==> config.mk <==
export PLATFORM = sky130hd
export DESIGN_NAME = adder_arbiter
export DESIGN_NICKNAME = d
export VERILOG_FILES = /design/src/rtl/adder_arbiter_pkg.sv /design/src/rtl/adder.sv /design/src/rtl/rr_arbiter.sv /design/src/rtl/adder_arbiter.sv
export SDC_FILE = /design/constraint.sdc
export NUM_CORES = 1
export LEC_CHECK = 0
export ABC_AREA = 1
export BUFFER_PORTS_ARGS = -buffer_cell sky130_fd_sc_hd__buf_2
export CORE_MARGIN = 2
export CORE_UTILIZATION = 52
export CTS_BUF_LIST = sky130_fd_sc_hd__clkbuf_2
export DETAILED_ROUTE_END_ITERATION = 10
export GPL_TIMING_DRIVEN = 1
export MAX_ROUTING_LAYER = met4
export PLACE_DENSITY = 0.83
export REMOVE_ABC_BUFFERS = 1
export SLEW_MARGIN = 0
export SYNTH_ARGS = -nofsm -noshare
export SYNTH_HDL_FRONTEND = slang
export SYNTH_SLANG_ARGS = --single-unit
export TNS_END_PERCENT = 100
==> constraint.sdc <==
create_clock -name clk -period 2.5 [get_ports clk]
set_clock_uncertainty 0.2 [all_clocks]
set_input_delay 0.25 -clock clk [delete_from_list [all_inputs] [get_ports clk]]
set_output_delay 0.25 -clock clk [all_outputs]
set_load 0.02 [all_outputs]
==> src/rtl/adder_arbiter_pkg.sv <==
// Shared math helpers and arbiter state encoding for the pipelined adder block.
// No logic; latency/backpressure not applicable.
package adder_arbiter_pkg;

    typedef enum logic [1:0] {
        IDLE   = 2'd0,
        SETTLE = 2'd1,
        RESP   = 2'd2
    } arb_state_t;

    function automatic int ceil_division(input int n, input int d);
        return (n + d - 1) / d;
    endfunction

    function automatic int min(input int a, input int b);
        return (a < b) ? a : b;
    endfunction

    function automatic int max(input int a, input int b);
        return (a > b) ? a : b;
    endfunction

endpackage

==> src/rtl/adder.sv <==
// Chunked adder: ripple inside each chunk, registered carry between chunks.
// Sum settles after ceil(WIDTH/CHUNK) enabled edges; en=0 freezes the carry buffer.
module adder
    import adder_arbiter_pkg::*;
#(
    parameter int WIDTH = 8,
    parameter int CHUNK = 3
) (
    input  logic             clk,
    input  logic             rst,
    input  logic             en,
    input  logic [WIDTH-1:0] in1,
    input  logic [WIDTH-1:0] in2,
    output logic [WIDTH:0]   out
);

    localparam int C = ceil_division(WIDTH, CHUNK);
    localparam bit EXACT = (WIDTH % CHUNK) == 0;

    logic [C-1:0]     carry_buffer;
    logic [C-1:0]     chunk_cout;
    logic [WIDTH-1:0] sum_bits;

    always_comb begin
        logic c;
        c          = 1'b0;
        sum_bits   = '0;
        chunk_cout = '0;
        for (int i = 0; i < WIDTH; i++) begin
            // each chunk above the first takes its carry-in from the buffer
            if (i != 0 && (i % CHUNK) == 0) begin
                c = carry_buffer[i / CHUNK - 1];
            end
            sum_bits[i] = in1[i] ^ in2[i] ^ c;
            c = (in1[i] & in2[i]) | (c & (in1[i] ^ in2[i]));
            if (((i + 1) % CHUNK) == 0 || i == WIDTH - 1) begin
                chunk_cout[i / CHUNK] = c;
            end
        end
    end

    // a full-width top chunk reports its carry-out from the register
    assign out = {(EXACT ? carry_buffer[C-1] : chunk_cout[C-1]), sum_bits};

    always_ff @(posedge clk or posedge rst) begin
        if (rst) begin
            carry_buffer <= '0;
        end else if (en) begin
            carry_buffer <= chunk_cout;
        end
    end

endmodule

==> src/rtl/rr_arbiter.sv <==
// Combinational round-robin pick: first set req above ptr, with wrap.
// Zero latency; no backpressure (grant is all-zero when nothing requests).
module rr_arbiter
    import adder_arbiter_pkg::*;
#(
    parameter  int N  = 3,
    localparam int IW = max(1, $clog2(N))
) (
    input  logic [N-1:0]  req,
    input  logic [IW-1:0] ptr,
    output logic [N-1:0]  grant,
    output logic [IW-1:0] idx
);

    always_comb begin
        logic found;
        int   j;
        found = 1'b0;
        j     = 0;
        grant = '0;
        idx   = '0;
        for (int off = 1; off <= N; off++) begin
            j = (int'(ptr) + off) % N;
            if (!found && req[j]) begin
                found    = 1'b1;
                grant[j] = 1'b1;
                idx      = IW'(j);
            end
        end
    end

endmodule

==> src/rtl/adder_arbiter.sv <==
// Round-robin share of one chunked adder among NUM_REQ requesters.
// Accept at t -> rsp_valid at t+C+1; result held stable while rsp_ready is low.
module adder_arbiter
    import adder_arbiter_pkg::*;
#(
    parameter  int WIDTH   = 8,
    parameter  int CHUNK   = 3,
    parameter  int NUM_REQ = 3,
    localparam int IDW     = max(1, $clog2(NUM_REQ))
) (
    input  logic                     clk,
    input  logic                     rst,
    input  logic [NUM_REQ-1:0]       req_valid,
    output logic [NUM_REQ-1:0]       req_ready,
    input  logic [NUM_REQ*WIDTH-1:0] req_in1,
    input  logic [NUM_REQ*WIDTH-1:0] req_in2,
    output logic                     rsp_valid,
    input  logic                     rsp_ready,
    output logic [IDW-1:0]           rsp_id,
    output logic [WIDTH:0]           rsp_sum,
    output logic                     busy
);

    localparam int C  = ceil_division(WIDTH, CHUNK);
    localparam int CW = max(1, $clog2(C));

    arb_state_t           state, state_nxt;
    logic [CW-1:0]        cnt;
    logic [IDW-1:0]       ptr;
    logic [IDW-1:0]       id_q;
    logic [WIDTH-1:0]     op1, op2;
    logic [NUM_REQ-1:0]   grant;
    logic [IDW-1:0]       grant_idx;
    logic                 add_en;

    rr_arbiter #(.N(NUM_REQ)) u_rr (
        .req   (req_valid),
        .ptr   (ptr),
        .grant (grant),
        .idx   (grant_idx)
    );

    adder #(.WIDTH(WIDTH), .CHUNK(CHUNK)) u_adder (
        .clk (clk),
        .rst (rst),
        .en  (add_en),
        .in1 (op1),
        .in2 (op2),
        .out (rsp_sum)
    );

    always_comb begin
        state_nxt = state;
        add_en    = 1'b0;
        req_ready = '0;
        rsp_valid = 1'b0;
        case (state)
            IDLE: begin
                // no grant is visible while reset is held
                req_ready = rst ? '0 : grant;
                if (|req_valid) state_nxt = SETTLE;
            end
            SETTLE: begin
                add_en = 1'b1;
                if (cnt == CW'(C - 1)) state_nxt = RESP;
            end
            RESP: begin
                rsp_valid = 1'b1;
                if (rsp_ready) state_nxt = IDLE;
            end
            default: state_nxt = IDLE;
        endcase
    end

    always_ff @(posedge clk or posedge rst) begin
        if (rst) begin
            state <= IDLE;
            cnt   <= '0;
            ptr   <= IDW'(NUM_REQ - 1);
            id_q  <= '0;
            op1   <= '0;
            op2   <= '0;
        end else begin
            state <= state_nxt;
            case (state)
                IDLE: begin
                    if (|req_valid) begin
                        op1  <= req_in1[grant_idx*WIDTH +: WIDTH];
                        op2  <= req_in2[grant_idx*WIDTH +: WIDTH];
                        ptr  <= grant_idx;
                        id_q <= grant_idx;
                        cnt  <= '0;
                    end
                end
                SETTLE:  cnt <= cnt + 1'b1;
                default: ;
            endcase
        end
    end

    assign rsp_id = id_q;
    assign busy   = (state != IDLE);

endmodule

==> impl_metrics.py <==
metrics = {
    "run_status": {
        "outcome": "finished, violations left",
        "violations": "negative setup slack",
    },
    "cts": {
        "cts_buffers": 3,
        "worstSkewPairLatency_ns": 0.39,
        "cts.path.max_buffers": 2,
        "cts_sinks": 25,
        "cts_tree": "done",
        "htreeDepth": 1,
        "cts_root_buffer": "clkbuf_2",
        "clk_pin_slew_ns": 0.28,
    },
    "floorplan": {
        "core_sq_mm": 0.00369,
        "die_w_microns": 66.3,
        "io_pins": 70,
        "dieArea_sq_mm": 0.00439,
        "rows": 22,
        "initial_utilization_pct": 54.7,
        "die-height_microns": 66.3,
    },
    "layout": {
        "nNetsFinal": 472,
        "final_common_cell": "buf_2",
        "drive_gt1_share_pct": 41.1,
        "most-common-layout-cells": "buf_2, inv_1, nand3_1",
        "antenna_cells": 0,
        "area_growth_pct": 64.3,
    },
    "route": {
        "wl_met1_mm": 3.33,
        "drc": 0,
        "firstDrtPassIters": 5,
        "initialDrtViolationCount": 363,
        "vias_per_cell": 5.98,
        "wl_per_cell_microns": 21.1,
        "routed_wirelength_mm": 9.52,
        "highest_layer": "met4",
        "dr_total_vias": 2703,
        "wl_met3_mm": 1.04,
        "ant_nets": 0,
        "met2_length_mm": 4.53,
    },
    "critical_path": {
        "r2r_cells": 13,
        "crit_fanout": 10,
        "worstPathRequired_ns": 2.05,
        "startpoint": "ptr[1]$_DFFE_PP1P_",
        "crit_type": "reg -> out",
        "startpoint_type": "flip-flop",
        "reg2reg_slack_ns": -0.17,
        "reg2reg_to": "op1[2]$_DFFE_PP0P_",
        "endpoint_kind": "output port",
        "crit_arrival_ns": 2.28,
        "rr_startpoint": "ptr[1]$_DFFE_PP1P_",
    },
    "sta": {
        "final-setup-viol-count": 22,
        "fin_crit_sh_pct": 109,
        "fmax_mhz": 366,
        "rsz0062_at_grt": "yes",
        "min_period_ns": 2.73,
        "worstMarginPinSlew_ns": 1.09,
        "hold_viol": 0,
        "setup_ws_ns": -0.233,
        "whs_ns": 0.0481,
        "slew_headroom_pct": 27.5,
        "maxSlewViolCount": 0,
    },
    "logic_synthesis": {
        "synthesis.area_per_instance_sq_um": 7.20,
        "syn_area_sq_mm": 0.00202,
        "ys_ff_latch": 25,
        "synth_top_area_share_pct": 29.8,
        "synth.area.top_cells": "dfrtp_1, inv_1, nand3_1",
        "synth_area_leader_cell": "dfrtp_1",
        "ys_seq_area_share_pct": 31.1,
        "synth_cells": 280,
        "yosys_warnings": 0,
        "ys_types": 29,
    },
    "global_routing": {
        "track_usage_pct": 30.5,
        "antenna_found_initial": 0,
        "gr-total-overflow": 0,
        "grt_pass1_wl_mm": 9.79,
        "grt_max_degree": 26,
        "grt_pass1_vias": 2236,
    },
    "worst_hold_path": {
        "holdPathStages": 5,
        "hold_path.class": "in -> reg",
        "hp-start": "req_in1[5]",
        "whs_endpoint": "op1[5]$_DFFE_PP0P_",
    },
    "power": {
        "swShare_pct": 56.8,
        "leakagePower_nw": 1.74,
        "p_switching_mw": 3.11,
        "clockPowerShare_pct": 3.3,
        "vdd_drop_max_v": 0.00113,
        "p_int_mw": 2.36,
        "pwr-share-seq_pct": 14.1,
        "combPwrFrac_pct": 82.6,
        "powerDensity_mw_per_mm2": 1650,
    },
    "placed_design": {
        "dp_hpwl_mm": 3.70,
        "gp_congestion": 0.938,
        "pre_cts_slack_ns": 0.114,
        "portBuffers": 69,
    },
    "run": {
        "drv_cap": 0,
    },
}
[layer usage]
metal | track usage [%] | up-vias
met3 | 4.60 | 85
met4 | 12.2 | 0
met1 | 35.7 | 1221
met2 | 52.5 | 279
met5 | - | -
li1 | - | 1118
[timing repair]
action	CTS	global route
setup endpoints to repair	4	21
gates cloned	0	3
pin swaps	7	27
gates resized for setup	33	56
hold buffers	34	0
buffers inserted	9	12
hold endpoints to repair	42	0
[layout make-up]
type / count / area, sq um
clock inverter: 1 / 7.51
inverter: 73 / 297
clock buffer: 3 / 15.0
timing repair inverter: 1 / 8.76
multi-input combinational: 172 / 1330
timing repair buffer: 129 / 967
sequential: 25 / 627
fill: 156 / 374
tap: 48 / 60.1
[kinds of logic after synthesis]
logic type / synth area share [%]
AND/OR/NAND/NOR: 27.5
buffers and inverters: 18.2
AO/OA/AOI/OAI: 12.6
flip-flops: 31.1
adder cells (fa/ha/maj): 10.7
[state kept, by name (all words and copies together), names as in the netlist]
signal and flops:
cnt 2, u_adder.carry_buffer 2, op1 8, ptr 2, op2 8, rsp_id 1, state 2
[synth_stat cells]
cell      instances
clkbuf_4          1
buf_4             3
nand2_4           3
dfrtp_1          24
o22ai_1           1
clkbuf_8          1
nand3_4           2
o31ai_1           1
nand2_1          38
nand2_2           2
inv_4             1
nor2_1           19
inv_2             2
nand4_4           1
dfstp_2           1
inv_1            70
a31oi_1           3
o21ai_0           8
fa_1              7
o21ai_2           1
a21oi_1          31
buf_6             3
nand3_1          44
buf_2             1
a21oi_2           2
ha_1              6
nand3_2           1
nand3b_1          1
clkbuf_1          2
[worst max-delay path: stages, from the launching register on]
cell     delay (ns)
dfstp_2        0.64
inv_2          0.06
ha_4           0.19
inv_4          0.09
nand3_1        0.19
nand2_1        0.12
inv_1          0.08
nand3_4        0.12
nand2_8        0.10
a21oi_4        0.16
buf_6          0.13
[worst max-delay path by stage]
stage	end
finish	req_ready[1]
global route	req_ready[1]
CTS	rsp_sum[5]
detailed placement	op2[4]$_DFFE_PP0P_
global placement	op2[6]$_DFFE_PP0P_
floorplan	op1[7]$_DFFE_PP0P_
[power groups by stage]
stage	Combinational, mW	Sequential [mW]	Clock (mW)
2_1_floorplan	1.99	0.729	0
3_3_place_gp	2.62	0.729	0
3_5_place_dp	2.70	0.741	0
4_1_cts	3.18	0.733	0.173
5_1_grt	4.71	0.783	0.192
6_report	4.52	0.773	0.180
[per-stage QoR]
stage | setup TNS (ns) | area (sq um) | power [mW] | utilization, % | std cells
6_report | -2.63 | 3310 | 5.48 | 89.9 | 452
5_1_grt | -3.39 | 3310 | 5.69 | 89.9 | 452
4_1_cts | -0.295 | 2930 | 4.08 | 79.3 | 437
3_5_place_dp | 0 | 2370 | 3.44 | 64.2 | 390
3_3_place_gp | 0 | 2370 | 3.35 | 64.2 | 390
2_1_floorplan | -1.45 | 1930 | 2.72 | - | 269
No activity file was read; power rests on OpenSTA's default activity.
